$ cat config.mk
export PLATFORM = sky130hd
export DESIGN_NAME = pipeline_controller_flat
export DESIGN_NICKNAME = d
export VERILOG_FILES = /design/src/rtl/cpu_types_pkg.sv /design/src/rtl/pipeline_controller_if.sv /design/src/rtl/pipeline_controller_hazard_unit.sv /design/src/rtl/pipeline_controller.sv /design/src/flat_wrapper.sv
export SDC_FILE = /design/constraint.sdc
export NUM_CORES = 1
export LEC_CHECK = 0
export CORE_MARGIN = 1.5
export CORE_UTILIZATION = 26
export CTS_CLUSTER_DIAMETER = 30
export DETAILED_ROUTE_END_ITERATION = 16
export PLACE_DENSITY_LB_ADDON = 0.12
export SLEW_MARGIN = 10
export SYNTH_ARGS = -nofsm -noshare
export SYNTH_HDL_FRONTEND = slang
export SYNTH_HIERARCHICAL = 1
export SYNTH_SLANG_ARGS = --single-unit
$ cat constraint.sdc
create_clock -name CLK -period 1.8 [get_ports CLK]
set_input_delay 0.36 -clock CLK [delete_from_list [all_inputs] [get_ports CLK]]
set_output_delay 0.36 -clock CLK [all_outputs]
set_load 0.03 [all_outputs]
$ cat src/rtl/cpu_types_pkg.sv
// Shared CPU types: register-address type and the pipeline controller
// state encoding, plus the bundle of per-cycle pipeline control strobes.
package cpu_types_pkg;

    localparam int REGADDR_W = 5;

    typedef logic [REGADDR_W-1:0] regbits_t;

    typedef enum logic [1:0] {
        RUN     = 2'b00,
        MEMDONE = 2'b01,
        HALTED  = 2'b10
    } ctrl_state_t;

    // One cycle's worth of pipeline register controls.
    typedef struct packed {
        logic pc_en;
        logic ifid_en;
        logic idex_en;
        logic exmem_en;
        logic memwb_en;
        logic ifid_flush;
        logic idex_flush;
        logic exmem_flush;
        logic memwb_flush;
        logic exmem_clearMemReq;
    } ctrl_out_t;

endpackage

$ cat src/rtl/pipeline_controller_if.sv
// Handshake bundle between the datapath (master) and the pipeline
// controller (slave): hazard/cache status in, register controls out.
interface pipeline_controller_if #(
    parameter int REGADDR_W = 5
);
    logic                 ihit;
    logic                 dhit;
    logic                 mem_dREN;
    logic                 mem_dWEN;
    logic                 ex_dREN;
    logic [REGADDR_W-1:0] ex_wsel;
    logic [REGADDR_W-1:0] id_rs;
    logic [REGADDR_W-1:0] id_rt;
    logic                 ex_branch_taken;
    logic                 id_jump;
    logic                 wb_halt;

    logic pc_en;
    logic ifid_en;
    logic idex_en;
    logic exmem_en;
    logic memwb_en;
    logic ifid_flush;
    logic idex_flush;
    logic exmem_flush;
    logic memwb_flush;
    logic exmem_clearMemReq;
    logic halt;

    modport master (
        output ihit, dhit, mem_dREN, mem_dWEN, ex_dREN, ex_wsel, id_rs, id_rt,
               ex_branch_taken, id_jump, wb_halt,
        input  pc_en, ifid_en, idex_en, exmem_en, memwb_en,
               ifid_flush, idex_flush, exmem_flush, memwb_flush,
               exmem_clearMemReq, halt
    );

    modport slave (
        input  ihit, dhit, mem_dREN, mem_dWEN, ex_dREN, ex_wsel, id_rs, id_rt,
               ex_branch_taken, id_jump, wb_halt,
        output pc_en, ifid_en, idex_en, exmem_en, memwb_en,
               ifid_flush, idex_flush, exmem_flush, memwb_flush,
               exmem_clearMemReq, halt
    );
endinterface

$ cat src/rtl/pipeline_controller_hazard_unit.sv
// Load-use hazard detector: the instruction in ID needs a register that
// the load currently in EX has not yet fetched. Register 0 never hazards.
module hazard_unit
    import cpu_types_pkg::*;
#(
    parameter int REGADDR_W = 5
) (
    input  logic                 ex_dREN,
    input  logic [REGADDR_W-1:0] ex_wsel,
    input  logic [REGADDR_W-1:0] id_rs,
    input  logic [REGADDR_W-1:0] id_rt,
    output logic                 lu_stall
);

    // Pure compare; the controller decides whether the stall is honoured.
    always_comb begin
        lu_stall = ex_dREN && (ex_wsel != '0) &&
                   ((ex_wsel == id_rs) || (ex_wsel == id_rt));
    end

endmodule

$ cat src/rtl/pipeline_controller.sv
// Pipeline controller: generates PC/IF-ID/ID-EX/EX-MEM/MEM-WB enables and
// flushes from cache handshakes, hazards, branches/jumps and halt.
// Optional build macro PIPELINE_CONTROLLER_PERF_EN adds saturating
// stall_cycles / flush_count performance counters.
module pipeline_controller
    import cpu_types_pkg::*;
#(
    parameter int REGADDR_W = 5
`ifdef PIPELINE_CONTROLLER_PERF_EN
    ,
    parameter int CNT_W = 32
`endif
) (
    input  logic                 CLK,
    input  logic                 nRST,
    pipeline_controller_if.slave bus
`ifdef PIPELINE_CONTROLLER_PERF_EN
    ,
    output logic [CNT_W-1:0]     stall_cycles,
    output logic [CNT_W-1:0]     flush_count
`endif
);

    ctrl_state_t state_q, state_d;
    logic        halt_q, halt_d;
    ctrl_out_t   ctrl;
    logic        lu_stall;
    logic        mem_req;
    logic        advance;

    hazard_unit #(
        .REGADDR_W (REGADDR_W)
    ) u_hazard (
        .ex_dREN  (bus.ex_dREN),
        .ex_wsel  (bus.ex_wsel),
        .id_rs    (bus.id_rs),
        .id_rt    (bus.id_rt),
        .lu_stall (lu_stall)
    );

    // Next state and per-cycle controls from current state plus inputs.
    always_comb begin
        state_d = state_q;
        ctrl    = '0;
        advance = 1'b0;
        // After the data access completes the request is already dropped
        // in EX/MEM, so it no longer gates progress in MEMDONE.
        mem_req = (state_q == RUN) && (bus.mem_dREN || bus.mem_dWEN);

        case (state_q)
            RUN: begin
                advance = bus.ihit && (!mem_req || bus.dhit);
                if (mem_req && bus.dhit && !bus.ihit) begin
                    ctrl.exmem_clearMemReq = 1'b1;
                    state_d                = MEMDONE;
                end
            end
            MEMDONE: begin
                advance = bus.ihit;
                if (bus.ihit) begin
                    state_d = RUN;
                end
            end
            HALTED: begin
                ctrl.exmem_flush = 1'b1;
                ctrl.memwb_flush = 1'b1;
            end
            default: begin
                state_d = RUN;
            end
        endcase

        // A halt reaching WB freezes the pipe right away; a clearMemReq
        // already decided for this cycle is left intact.
        if (bus.wb_halt) begin
            state_d = HALTED;
            advance = 1'b0;
        end

        if (advance) begin
            ctrl.pc_en    = 1'b1;
            ctrl.ifid_en  = 1'b1;
            ctrl.idex_en  = 1'b1;
            ctrl.exmem_en = 1'b1;
            ctrl.memwb_en = 1'b1;
            // Branch wins outright: the wrong-path fetch and ID are both
            // squashed and the PC takes the target.
            if (bus.ex_branch_taken) begin
                ctrl.ifid_flush = 1'b1;
                ctrl.idex_flush = 1'b1;
            end else if (lu_stall) begin
                // Hold PC and IF/ID, inject a bubble into ID/EX. A jump in
                // ID is seen again on the next advance.
                ctrl.pc_en      = 1'b0;
                ctrl.ifid_en    = 1'b0;
                ctrl.idex_flush = 1'b1;
            end else if (bus.id_jump) begin
                ctrl.ifid_flush = 1'b1;
            end
        end

        // Controls stay quiet while reset is held.
        if (!nRST) begin
            ctrl = '0;
        end

        halt_d = (state_d == HALTED);
    end

    // State and sticky halt registers.
    always_ff @(posedge CLK or negedge nRST) begin
        if (!nRST) begin
            state_q <= RUN;
            halt_q  <= 1'b0;
        end else begin
            state_q <= state_d;
            halt_q  <= halt_d;
        end
    end

    assign bus.pc_en             = ctrl.pc_en;
    assign bus.ifid_en           = ctrl.ifid_en;
    assign bus.idex_en           = ctrl.idex_en;
    assign bus.exmem_en          = ctrl.exmem_en;
    assign bus.memwb_en          = ctrl.memwb_en;
    assign bus.ifid_flush        = ctrl.ifid_flush;
    assign bus.idex_flush        = ctrl.idex_flush;
    assign bus.exmem_flush       = ctrl.exmem_flush;
    assign bus.memwb_flush       = ctrl.memwb_flush;
    assign bus.exmem_clearMemReq = ctrl.exmem_clearMemReq;
    assign bus.halt              = halt_q;

`ifdef PIPELINE_CONTROLLER_PERF_EN
    logic [CNT_W-1:0] stall_cycles_q, stall_cycles_d;
    logic [CNT_W-1:0] flush_count_q, flush_count_d;

    // Saturating counters of PC-hold cycles and front-end flush cycles.
    always_comb begin
        stall_cycles_d = stall_cycles_q;
        flush_count_d  = flush_count_q;
        if ((state_q != HALTED) && !ctrl.pc_en && (stall_cycles_q != '1)) begin
            stall_cycles_d = stall_cycles_q + 1'b1;
        end
        if ((ctrl.ifid_flush || ctrl.idex_flush) && (flush_count_q != '1)) begin
            flush_count_d = flush_count_q + 1'b1;
        end
    end

    // Counter registers.
    always_ff @(posedge CLK or negedge nRST) begin
        if (!nRST) begin
            stall_cycles_q <= '0;
            flush_count_q  <= '0;
        end else begin
            stall_cycles_q <= stall_cycles_d;
            flush_count_q  <= flush_count_d;
        end
    end

    assign stall_cycles = stall_cycles_q;
    assign flush_count  = flush_count_q;
`endif

endmodule

$ cat src/flat_wrapper.sv
// flat-port wrapper written by rule: the top's interface ports become plain ports
module pipeline_controller_flat import cpu_types_pkg::*;
#(
    parameter int REGADDR_W = 5

)
  (CLK, nRST, bus_ihit, bus_dhit, bus_mem_dREN, bus_mem_dWEN, bus_ex_dREN, bus_ex_wsel, bus_id_rs, bus_id_rt, bus_ex_branch_taken, bus_id_jump, bus_wb_halt, bus_pc_en, bus_ifid_en, bus_idex_en, bus_exmem_en, bus_memwb_en, bus_ifid_flush, bus_idex_flush, bus_exmem_flush, bus_memwb_flush, bus_exmem_clearMemReq, bus_halt);
  pipeline_controller_if #(.REGADDR_W(REGADDR_W)) bus_i ();
  input  logic CLK;
  input  logic nRST;
  input wire logic [$bits(bus_i.ihit)-1:0] bus_ihit;
  input wire logic [$bits(bus_i.dhit)-1:0] bus_dhit;
  input wire logic [$bits(bus_i.mem_dREN)-1:0] bus_mem_dREN;
  input wire logic [$bits(bus_i.mem_dWEN)-1:0] bus_mem_dWEN;
  input wire logic [$bits(bus_i.ex_dREN)-1:0] bus_ex_dREN;
  input wire logic [$bits(bus_i.ex_wsel)-1:0] bus_ex_wsel;
  input wire logic [$bits(bus_i.id_rs)-1:0] bus_id_rs;
  input wire logic [$bits(bus_i.id_rt)-1:0] bus_id_rt;
  input wire logic [$bits(bus_i.ex_branch_taken)-1:0] bus_ex_branch_taken;
  input wire logic [$bits(bus_i.id_jump)-1:0] bus_id_jump;
  input wire logic [$bits(bus_i.wb_halt)-1:0] bus_wb_halt;
  output wire logic [$bits(bus_i.pc_en)-1:0] bus_pc_en;
  output wire logic [$bits(bus_i.ifid_en)-1:0] bus_ifid_en;
  output wire logic [$bits(bus_i.idex_en)-1:0] bus_idex_en;
  output wire logic [$bits(bus_i.exmem_en)-1:0] bus_exmem_en;
  output wire logic [$bits(bus_i.memwb_en)-1:0] bus_memwb_en;
  output wire logic [$bits(bus_i.ifid_flush)-1:0] bus_ifid_flush;
  output wire logic [$bits(bus_i.idex_flush)-1:0] bus_idex_flush;
  output wire logic [$bits(bus_i.exmem_flush)-1:0] bus_exmem_flush;
  output wire logic [$bits(bus_i.memwb_flush)-1:0] bus_memwb_flush;
  output wire logic [$bits(bus_i.exmem_clearMemReq)-1:0] bus_exmem_clearMemReq;
  output wire logic [$bits(bus_i.halt)-1:0] bus_halt;
  assign bus_i.ihit = bus_ihit;
  assign bus_i.dhit = bus_dhit;
  assign bus_i.mem_dREN = bus_mem_dREN;
  assign bus_i.mem_dWEN = bus_mem_dWEN;
  assign bus_i.ex_dREN = bus_ex_dREN;
  assign bus_i.ex_wsel = bus_ex_wsel;
  assign bus_i.id_rs = bus_id_rs;
  assign bus_i.id_rt = bus_id_rt;
  assign bus_i.ex_branch_taken = bus_ex_branch_taken;
  assign bus_i.id_jump = bus_id_jump;
  assign bus_i.wb_halt = bus_wb_halt;
  assign bus_pc_en = bus_i.pc_en;
  assign bus_ifid_en = bus_i.ifid_en;
  assign bus_idex_en = bus_i.idex_en;
  assign bus_exmem_en = bus_i.exmem_en;
  assign bus_memwb_en = bus_i.memwb_en;
  assign bus_ifid_flush = bus_i.ifid_flush;
  assign bus_idex_flush = bus_i.idex_flush;
  assign bus_exmem_flush = bus_i.exmem_flush;
  assign bus_memwb_flush = bus_i.memwb_flush;
  assign bus_exmem_clearMemReq = bus_i.exmem_clearMemReq;
  assign bus_halt = bus_i.halt;
  pipeline_controller #(.REGADDR_W(REGADDR_W)) u_core (.CLK(CLK), .nRST(nRST), .bus(bus_i));
endmodule
==> key figures <==
Run status
  – Result of the run: finished, violations left
  – Violations in the final reports: negative setup slack

Timing
  – Max-slew violation count: 0
  – Final setup margin: -345 ps
  – Slew HR: 0.798
  – Setup repair after global routing missed its margin: true
  – Setup Skew: 1.37 ps
  – Max Freq: 466 MHz
  – Final critical-path required period: 2150 ps
  – Final Cycle Share: 1.19
  – Final Hold Violating Endpoints: 0
  – Transition time at the pin with the least slew margin: 302 ps
  – Setup-violating endpoint count in the final report: 4

CTS
  – TritonCTS clock tree: built
  – Hold buffer count at CTS: 0
  – Later-pin clock latency in the skew report: 230 ps
  – Maximum count of clock buffers along a single path: 2
  – Level count of the clock H-tree: 1
  – Buffer cell driving the clock tree root: sky130_fd_sc_hd__clkbuf_4
  – Clock sink count: 3
  – Clock transition at the registers of the reported paths: 40 ps
  – Number of buffers created by CTS: 3

Yosys
  – Largest family of logic cells by synthesized area: simple AND/OR/NAND/NOR gates
  – Flip-flop and latch count after synthesis: 3
  – Cell type contributing the most total cell area after synthesis: sky130_fd_sc_hd__dfrtp_1
  – Share of synthesized cell area in full adder, half adder and majority cells: 0
  – Area fraction of the dominant cell type after synthesis: 0.194
  – Mapped Area: 387 sq um
  – Library cells used by synthesis: 20
  – Most frequent cell after synthesis: sky130_fd_sc_hd__xor2_1
  – Most frequently used flop master after synthesis: sky130_fd_sc_hd__dfrtp_1
  – Async S/R FF share, synth: 1.00
  – Synthesized instance count: 42
  – Number of flops mapped to enable cells by yosys: 0
  – Area fraction in compound gates after synthesis: 0.233
  – Seq/Total Area, Yosys: 0.194
  – Syn_area_per_cell: 9.21 sq um
  – Count of synthesis-stage warnings from yosys: 6
  – Ranking of synthesized cells by area: sky130_fd_sc_hd__dfrtp_1, sky130_fd_sc_hd__xor2_1, sky130_fd_sc_hd__xnor2_1
  – XOR/XNOR share of the synthesized area: 0.227
  – Share of synthesized cell area in and, or, nand and nor gates: 0.249
  – Post-Syn Nets: 67
  – Top cell types by occurrence after synthesis: sky130_fd_sc_hd__xor2_1, sky130_fd_sc_hd__buf_4, sky130_fd_sc_hd__xnor2_1, sky130_fd_sc_hd__dfrtp_1
  – Proportion of synthesized area in mux cells: 0

GRT
  – Largest net degree at the start of global routing: 7
  – Highest-utilization routing layer at the global route stage: met2
  – Via count of the first global-routing pass: 509
  – Met2 track demand over resource: 0.303
  – Overflow left after global routing: 0
  – Initial antenna violation count: 0
  – Global routing met1 resource utilization: 0.190
  – All-layer global routing usage: 0.169
  – Met3 usage: 0.0435
  – First-pass GRT wire length: 2.26 mm

Worst setup path
  – Critical-path maximum fanout: 3
  – Logic depth of the worst path, buffers included: 8
  – Type of the worst setup path: in -> out
  – Worst Reg-to-Reg Cells: 2
  – Required time worst endpoint: 1440 ps
  – Worst path top cell family by delay: compound AO/OA/AOI/OAI gates
  – Highest-delay cell along the critical path: sky130_fd_sc_hd__dlygate4sd2_1
  – Critical path endpoint category: output pin
  – Bufs and invs on worst path: 2
  – Critical Path, Cell by Cell: dlygate4sd2_1 > xor2_1 > nor3_1 > nand3_1 > a21oi_4 > nor2_4 > a211oi_4 > buf_6
  – CP Data Arrival Time: 1790 ps
  – Maximum single-stage delay on the critical path: 250 ps
  – Critical Path Start Type: input pin

Floorplan
  – Core ar.: 1350 sq um
  – Die Ht: 41.6 um
  – Area enclosed by the die boundary: 1730 sq um
  – FP Rows: 13
  – Effective utilization at floorplan: 0.286
  – Die span in x: 41.6 um
  – Number of top-level pins: 36

Min path
  – Path class of the lowest-slack min-delay path: in -> async

Placement
  – DPL Wire Length: 1.02 mm
  – Total of buffers placed on input and output ports: 35
  – Worst setup slack after placement: -698 ps
  – Placer's final routability congestion estimate: 0.753

Routing
  – Detailed-router iteration count before antenna repair: 4
  – Ratio of routed vias to standard cells: 4.78
  – Iteration-0 DRC Markers: 5
  – Final Routed Wirelength: 1.39 mm
  – Antenna-violating nets left: 0
  – Detailed-route wire length per cell: 13.6 um
  – Detailed-route DRC error count: 0
  – Count of vias placed by the detailed router: 488

Finish
  – Share of post-route cells with drive strength above 1: 0.529
  – Net total in the final layout: 113
  – Fillers: 119
  – Antenna fix cells: 0
  – Area of the multi-input gates: 379 sq um
  – Layout overhead on the synthesized area: 138%
  – Footprint of the flip-flops and latches: 75.1 sq um
  – Final Core Density: 0.682

Power and ir drop
  – Post-route total power: 0.322 mW
  – Pwr Density: 350 nW/um^2
  – Total leakage power: 0.410 nW
  – Max IR drop VDD: 330 uV

Flow run
  – # Max-Cap Violations: 0
timing repair:
item	in CTS	in global routing
gates resized for setup	49	14
pin swaps	10	12
setup endpoints to repair	8	8
hold endpoints to repair	0	0
setup buffers	1	0
path summary, 6_finish.rpt:
| kind | start | to | slack [ps] |
|---|---|---|---|
| max in group asynchronous | nRST | u_core/bus.halt$_DFF_PN0_ | 1480 |
| min reg2reg | u_core/state_q[1]$_DFF_PN0_ | u_core/state_q[0]$_DFF_PN0_ | 540 |
| max | bus_id_rt[4] | bus_idex_flush | -350 |
| min in group CLK | bus_wb_halt | u_core/state_q[0]$_DFF_PN0_ | 450 |
| min | nRST | u_core/state_q[0]$_DFF_PN0_ | 220 |
| max reg2reg | u_core/state_q[0]$_DFF_PN0_ | u_core/state_q[0]$_DFF_PN0_ | 900 |
worst register-to-register path: cells and delay by family (launching register included):
kind                   cells  cell delay (ps)
buffers and inverters      1              110
AO/OA/AOI/OAI              1              290
flip-flops                 1              390
metrics by stage:
stage / std cells / instance area (sq um) / setup TNS, ps / hold slack, ps
CTS: 103 / 891 / -1350 / 217
floorplan: 42 / 433 / -659 / 64.4
global route: 102 / 921 / -1490 / 237
detailed placement: 98 / 818 / -3180 / 525
global placement: 98 / 818 / -3150 / 520
finish: 102 / 921 / -1220 / 220
where the power goes:
group / total (mW) / leakage, nW / switching, mW / internal [mW]
registers: 0.0678 / 0.0315 / 0.000000000000292 / 0.0678
clock network: 0.118 / 0.0150 / 0.0345 / 0.0831
logic: 0.137 / 0.364 / 0.0617 / 0.0749
metal layers:
metal | part of all wire | up-vias
li1 | - | 238
met4 | 0 | 0
met2 | 0.56 | 19
met3 | 0.055 | 0
met5 | 0 | -
met1 | 0.38 | 231
sequential cells by signal (all words and copies together), names as in the netlist:
register and cells:
u_core/bus.halt 1, u_core/state_q 2
cell usage in the layout, fill, tap and decap left out, types with 2 or more instances in the layout:
cell                              count
sky130_fd_sc_hd__buf_6               11
sky130_fd_sc_hd__buf_4               11
sky130_fd_sc_hd__dlygate4sd2_1       10
sky130_fd_sc_hd__xor2_1               6
sky130_fd_sc_hd__dlymetal6s2s_1       4
sky130_fd_sc_hd__clkdlybuf4s50_1      4
sky130_fd_sc_hd__xnor2_1              4
sky130_fd_sc_hd__clkbuf_4             3
sky130_fd_sc_hd__buf_2                3
sky130_fd_sc_hd__dfrtp_1              3
sky130_fd_sc_hd__inv_1                2
sky130_fd_sc_hd__nor2_4               2
sky130_fd_sc_hd__a21oi_4              2
sky130_fd_sc_hd__a221oi_4             2
sky130_fd_sc_hd__a21o_2               2
sky130_fd_sc_hd__nor3_1               2
sky130_fd_sc_hd__nand3_1              2
logic make-up (layout without fill, tap and decap cells):
kind of cell / after synthesis / in the layout
flops: 3 / 3
compound gates: 10 / 10
xor+xnor: 10 / 10
simple gates: 13 / 13
buf+inv: 6 / 51
layout make-up:
type,instances,area share
inverters,2,0.00815
well taps,15,0.0204
repair buffers,45,0.450
flip-flops and latches,3,0.0815
multi-input cells,33,0.412
clock buffers,4,0.0285
Note: power is estimated with default switching activity, not from simulation.
